`src/rtl/decode_dispatch_queue.sv`:
```
// Decode-to-dispatch micro-op FIFO with wrapping sequence tags, a cap on resident branches
// and whole-queue flush for mispredict recovery.
module decode_dispatch_queue #(
    parameter int unsigned DEPTH    = 4,
    parameter int unsigned UOP_W    = 32,
    parameter int unsigned TAG_W    = 4,
    parameter int unsigned BR_LIMIT = 2
) (
    input  logic                       clk,
    input  logic                       reset,
    input  logic                       flush_i,
    input  logic                       enq_valid_i,
    input  logic [UOP_W-1:0]           enq_uop_i,
    input  logic                       enq_branch_i,
    output logic                       enq_ready_o,
    output logic                       enq_br_stall_o,
    output logic                       deq_valid_o,
    output logic [UOP_W-1:0]           deq_uop_o,
    output logic [TAG_W-1:0]           deq_tag_o,
    output logic                       deq_branch_o,
    input  logic                       deq_ready_i,
    output logic [$clog2(DEPTH):0]     count_o,
    output logic [$clog2(BR_LIMIT):0]  br_count_o
);

    localparam int unsigned PtrW = $clog2(DEPTH);
    localparam int unsigned CntW = PtrW + 1;
    localparam int unsigned BrW  = $clog2(BR_LIMIT) + 1;

    logic [PtrW-1:0]  head_q, head_d, tail_q, tail_d;
    logic [CntW-1:0]  count_q, count_d;
    logic [BrW-1:0]   br_count_q, br_count_d;
    logic [TAG_W-1:0] next_tag_q, next_tag_d;
    logic [UOP_W-1:0] uop_q [DEPTH];
    logic [UOP_W-1:0] uop_d [DEPTH];
    logic [TAG_W-1:0] tag_q [DEPTH];
    logic [TAG_W-1:0] tag_d [DEPTH];
    logic [DEPTH-1:0] br_q, br_d;

    logic br_ok, push, pop, push_br, pop_br;

    assign enq_ready_o    = (count_q < CntW'(DEPTH));
    assign deq_valid_o    = (count_q != '0);
    assign deq_uop_o      = uop_q[head_q];
    assign deq_tag_o      = tag_q[head_q];
    assign deq_branch_o   = br_q[head_q];
    assign count_o        = count_q;
    assign br_count_o     = br_count_q;

    // Branch admission uses pre-pop occupancy, so a same-cycle branch pop cannot free a slot.
    assign br_ok          = (br_count_q < BrW'(BR_LIMIT));
    assign enq_br_stall_o = enq_valid_i & enq_branch_i & enq_ready_o & ~br_ok;

    assign push    = enq_valid_i & enq_ready_o & (~enq_branch_i | br_ok) & ~flush_i;
    assign pop     = deq_valid_o & deq_ready_i & ~flush_i;
    assign push_br = push & enq_branch_i;
    assign pop_br  = pop & deq_branch_o;

    always_comb begin
        head_d     = head_q;
        tail_d     = tail_q;
        count_d    = count_q;
        br_count_d = br_count_q;
        next_tag_d = next_tag_q;
        uop_d      = uop_q;
        tag_d      = tag_q;
        br_d       = br_q;

        if (flush_i) begin
            // next_tag keeps running so tags stay unique across the flush.
            head_d     = '0;
            tail_d     = '0;
            count_d    = '0;
            br_count_d = '0;
        end else begin
            if (push) begin
                uop_d[tail_q] = enq_uop_i;
                tag_d[tail_q] = next_tag_q;
                br_d[tail_q]  = enq_branch_i;
                tail_d        = tail_q + PtrW'(1);
                next_tag_d    = next_tag_q + TAG_W'(1);
            end
            if (pop) begin
                head_d = head_q + PtrW'(1);
            end
            if (push && !pop) begin
                count_d = count_q + CntW'(1);
            end else if (pop && !push) begin
                count_d = count_q - CntW'(1);
            end
            if (push_br && !pop_br) begin
                br_count_d = br_count_q + BrW'(1);
            end else if (pop_br && !push_br) begin
                br_count_d = br_count_q - BrW'(1);
            end
        end
    end

    always_ff @(posedge clk) begin
        if (reset) begin
            head_q     <= '0;
            tail_q     <= '0;
            count_q    <= '0;
            br_count_q <= '0;
            next_tag_q <= '0;
            br_q       <= '0;
        end else begin
            head_q     <= head_d;
            tail_q     <= tail_d;
            count_q    <= count_d;
            br_count_q <= br_count_d;
            next_tag_q <= next_tag_d;
            br_q       <= br_d;
        end
    end

    // Payload and tag storage carry no reset.
    always_ff @(posedge clk) begin
        uop_q <= uop_d;
        tag_q <= tag_d;
    end

endmodule

```
`config.mk`:
```
export PLATFORM = sky130hd
export DESIGN_NAME = decode_dispatch_queue
export DESIGN_NICKNAME = d
export VERILOG_FILES = /design/src/rtl/decode_dispatch_queue.sv
export SDC_FILE = /design/constraint.sdc
export NUM_CORES = 1
export LEC_CHECK = 0
export CAP_MARGIN = 10
export CORE_MARGIN = 1
export CORE_UTILIZATION = 45
export CTS_CLUSTER_DIAMETER = 50
export CTS_CLUSTER_SIZE = 14
export DETAILED_ROUTE_END_ITERATION = 8
export HOLD_SLACK_MARGIN = 0.06
export PLACE_DENSITY = 0.67
export RECOVER_POWER = 50
export REMOVE_ABC_BUFFERS = 1
export SLEW_MARGIN = 20
export SYNTH_ARGS = -nofsm -noshare
export SYNTH_HDL_FRONTEND = slang
export SYNTH_SLANG_ARGS = --single-unit
```
`constraint.sdc`:
```
create_clock -name clk -period 3.3 [get_ports clk]
set_input_delay 0.66 -clock clk [delete_from_list [all_inputs] [get_ports clk]]
set_output_delay 0.66 -clock clk [all_outputs]
set_load 0.05 [all_outputs]
```
; Word-level counts from Yosys, hierarchy flattened
; Index checks and enable logic that the tools add are counted.
[totals]
regBits = 161
memories = 0
in_bits = 38
latch_bits = 0
output_inout_bits = 45
ram_bits = 0
wordCells = 81
mem_bits_ro = 0
[op_classes]
eq_ne = 0
addsub = 7
multipliers = 0
n_lt_le_gt_ge = 8
reduce_logical = 15
muxes = 21
bitwise_logic = 16
div_mod_pow = 0
shift = 0
[op_table]
columns = op, n
row1 = $bwmux W128, 1
row2 = $mux W32, 3
row3 = $bmux W32 S2, 1
row4 = $demux W32 S2, 1
row5 = $bwmux W16, 1
row6 = $mux W4, 3
row7 = $and A1 B1 Y1, 10
row8 = $bmux W4 S2, 1
row9 = $demux W4 S2, 1
row10 = $add A2 B1 Y2 const B, 3
row11 = $ge A3 B3 Y1 const B, 2
row12 = $logic_and A1 B1 Y1, 6
row13 = $lt A2 B3 Y1 const B, 2
row14 = $mux W3, 2
row15 = $not A2 Y3, 2
row16 = $add A4 B1 Y4 const B, 1
row17 = $bwmux W4, 1
row18 = $logic_not A1 Y1, 4
row19 = $mux W2, 2
row20 = $reduce_bool A2 Y1, 2
row21 = $add A3 B1 Y3 const B, 1
row22 = $lt A3 B1 Y1 const B, 1
row23 = $lt A3 B3 Y1 const B, 1
row24 = $not A1 Y1, 3
row25 = other kinds (11), 12

; Longest topological paths before layout
[logic_depth]
word_depth = 9
depth_mapped = 9
mapped_depth_nobuf = 8

; Worst setup path before layout
; OpenSTA, ideal clock, no wires.
[synth_path]
path_type = in2reg
startpoint = in enq_branch_i
endpoint = reg tag_q[0] (netlist name), enable pin
arrival_ns = 2.282
setup_time_ns = 0.414
path_slack_ns = 0.604
n_path_buf = 1
t_required_ns = 2.886
path_stages = 3
cell_sequence = and2_1 buf_6 nor4b_4
[synth_between]
elab_chain_len = 5
[synth_rtl]
columns = item, line
row1 = start: declaration, 14  ; input logic enq_branch_i,
row2 = $not A1 Y1, 54  ; assign push = enq_valid_i & enq_ready_o & (~enq_branch_i | br_ok) & ~flush_i;
row3 = $or A1 B1 Y1, 54
row4 = $and A1 B1 Y1 (2 in a row), 54
row5 = $reduce_and A2 Y1 (no source line), -
row6 = end signal: assignment, 120  ; tag_q <= tag_d;
row7 = end: declaration, 36  ; logic [TAG_W-1:0] tag_q [DEPTH];
; No other way between the ends.
; A chain may end at the register's enable or synchronous reset.

; Worst setup path after layout
[layout_path]
startpoint = reg head_q[0]
endpoint = out deq_branch_o
[layout_between]
elab_chain_len = 2
[layout_rtl]
columns = item, line
row1 = start: declaration, 30  ; logic [PtrW-1:0] head_q, head_d, tail_q, tail_d;
row2 = start signal: assignment, 101  ; head_q <= '0;
row3 = start signal: assignment, 108  ; head_q <= head_d;
row4 = $bmux W1 S2, 46  ; assign deq_branch_o = br_q[head_q];
row5 = $mux W1 (not written as such), 46
row6 = end: declaration, 20  ; output logic deq_branch_o,
; No other way between the ends. The select of a mux whose other input is x is not followed.

==> qor.csv <==
stage;metric;value;unit
status;status;finished, final reports clean;
place;dpl.cell_count;547;
hold_path;timing.hold.worst.class;flop to flop;
timing;holdWs;0.4740;ns
timing;relSlewSlack;28.68;%
routing;wire_per_inst;18.54;um
cts;clk_latency;0.41;ns
synthesis;synth_top_area_share;68.91;%
die;rows;42;
synthesis;yosysMostFrequentCell;edfxtp_1;
finish;synthToLayoutAreaGrowth;25.60;%
cts;cts_root_buffer;clkbuf_16;
synthesis;synth_edf_count;144;
synthesis;synth_cell_types;33;
global_route;antenna_found_initial;0;
place;post-dp-hpwl;6548;um
timing;setup_violations;0;
cts;clk_pin_slew;0.06;ns
power;p_leak;2.550;nW
synthesis;synth_common_cells;edfxtp_1, mux4_2, dfxtp_1, nor2_1, ha_1;
die;start_util;46.83;%
die;die_area;14420;um^2
routing;drc;0;
synthesis;synthesis.yosys.warnings;0;
synthesis;async_flop_share;0;%
die;die_h;120.1;um
setup_path;cp_slowest_cell;clkdlybuf4s50_1;
synthesis;ys.flop_type;edfxtp_1;
job;maxCapViolations;0;
routing;vias_per_cell;5.275;
timing;period_share;94.34;%
routing;drt_first_iter_violations;168;
die;fp.coreArea;13400;um^2
setup_path;critPathLaunchType;flop;
cts;ctsResizeCount;0;
cts;ctsLongestPathBuffers;2;
routing;wl;10740;um
global_route;grt_pass1_wl;16800;um
timing;skew;0.006290;ns
power;power_density;585.3;nW/um^2
finish;drive_above_1_share;20.10;%
global_route;grtUsageTotal;16.34;%
synthesis;synthTopCellsByArea;edfxtp_1, mux4_2, dfxtp_1, nor4b_4, ha_1;
power;power;0.004613;W
synthesis;avgSynthCellArea;21.79;um^2
cts;htreeDepth;4;
routing;drtAntennaViolNets;0;
routing;drt-pass1-iter-count;4;
timing;min_period;3.113;ns
synthesis;synth_seq_cells;161;
cts;post_cts_buffers;0;
finish;stdcell_count;579;
finish;insertedDiodeCount;0;
synthesis;syn_inst;288;
setup_path;critPathKind;flop to output port;
cts;clkSinkCount;161;
timing;finalMaxSlewViolations;0;
setup_path;slowest_delay;0.73;ns
die;io_pins;83;
global_route;grt_overflow_total;0;
timing;worst_pin_slew;1.070;ns
cts;numCtsBuffers;17;
timing;fmax;321.2;MHz
place;numPortBuffers;82;
cts;cts_tree;built;
global_route;use_met3;5.276;%
synthesis;yosys.area.top_type;edfxtp_1;
global_route;grt.busiest_layer;met2;
setup_path;cp.arrival;2.45;ns
setup_path;cp-end-kind;output port;
place;gp_congestion;0.7412;
global_route;grtUsageMet2;25.40;%
setup_path;crit_required;2.64;ns
synthesis;ys_seq_area_share;74.34;%
routing;dr_total_vias;3054;
setup_path;crit_chain;buf_12 > mux4_2 > clkdlybuf4s50_1;
timing;finalHoldViolations;0;
global_route;grt_max_degree;38;
setup_path;path_max_fanout;20;
cts;ctsHoldBuffers;0;
global_route;grt_pass1_vias;3150;
synthesis;syn_area;6275;um^2
timing;rsz0062_at_grt;no;
power;power.ir.vdd_worst;317.3;uV
global_route;grtUsageMet1;21.29;%
die;die_w;120.1;um
finish;nets;436;
-- sequential cells by signal (all words and copies together), names as in the netlist --
signal / flops
uop_q: 128
head_q: 2
tag_q: 16
br_q: 4
count_o: 3
br_count_o: 2
next_tag_q: 4
tail_q: 2
-- per-layer routing --
| layer | vias to the layer above | wire length, um |
|---|---|---|
| li1 | 1381 | - |
| met4 | 0 | 136 |
| met5 | - | 0 |
| met1 | 1578 | 4902 |
| met3 | 15 | 485 |
| met2 | 80 | 5213 |
-- layout make-up --
| class | instances | area [um^2] |
|---|---|---|
| multi-input combinational | 110 | 1420 |
| fill | 1027 | 5519 |
| tap | 176 | 220.2 |
| timing repair buffer | 96 | 958.4 |
| sequential | 161 | 4667 |
| clock inverter | 12 | 163.9 |
| clock buffer | 20 | 436.7 |
| inverter | 4 | 15.01 |
-- metrics by stage --
stage / TNS (ns) / area (um^2) / setup slack (ns) / util [%]
6_report: 0 / 7881 / 0.1868 / 58.81
5_1_grt: 0 / 7881 / 0.06451 / 58.81
4_1_cts: 0 / 7968 / 0.1392 / 59.46
3_5_place_dp: 0 / 7367 / 0.3984 / 54.98
3_3_place_gp: 0 / 7367 / 0.4782 / 54.98
2_1_floorplan: -0.1302 / 6171 / -0.1302 / -
-- path summary, 6_finish.rpt --
check                 from            to  slack (ns)  depth (start not counted)
max              head_q[0]  deq_branch_o        0.19                          3
min                br_q[3]       br_q[3]        0.47                          2
max reg2reg  br_count_o[1]      uop_q[1]        0.82                          4
min reg2reg        br_q[3]       br_q[3]        0.47                          2
-- worst max-delay path, delay by kind of cell, from the launching register on --
kind	cells	cell delay, ns
multiplexers	1	0.58
buffers and inverters	2	0.98
flip-flops	1	0.48
-- cells in the final DEF (no fill, tap or decap), drive strengths merged, types with 5 or more instances in the layout --
cell type / netlist / final
inv: 4 / 5
a21oi: 5 / 5
xor2: 6 / 6
nor2: 9 / 9
ha: 7 / 7
buf: 12 / 11
nand2b: 7 / 7
nor4b: 5 / 5
dlygate4sd3: 0 / 34
clkdlybuf4s50: 0 / 47
edfxtp: 144 / 144
mux2i: 5 / 5
dfxtp: 17 / 17
clkbuf: 1 / 24
clkinv: 0 / 7
mux4: 37 / 37
-- power by group --
| group | total, W | switching [W] | internal, W |
|---|---|---|---|
| Clock | 0.00198 | 0.000720 | 0.00126 |
| Combinational | 0.000360 | 0.000216 | 0.000144 |
| Sequential | 0.00228 | 0.0000176 | 0.00226 |
-- cells by family (layout without fill, tap and decap cells) --
kind of cell             Yosys count  count (layout)  synth area share (%)
AO/OA/AOI/OAI                     12              12                 1.097
XOR/XNOR                           6               6                0.8375
adder cells (fa/ha/maj)            8               8                 1.715
buffers and inverters             17             132                 1.894
flip-flops                       161             161                 74.34
multiplexers                      45              45                 14.74
AND/OR/NAND/NOR                   39              39                 5.384
Power figures use the tool's default switching activity.
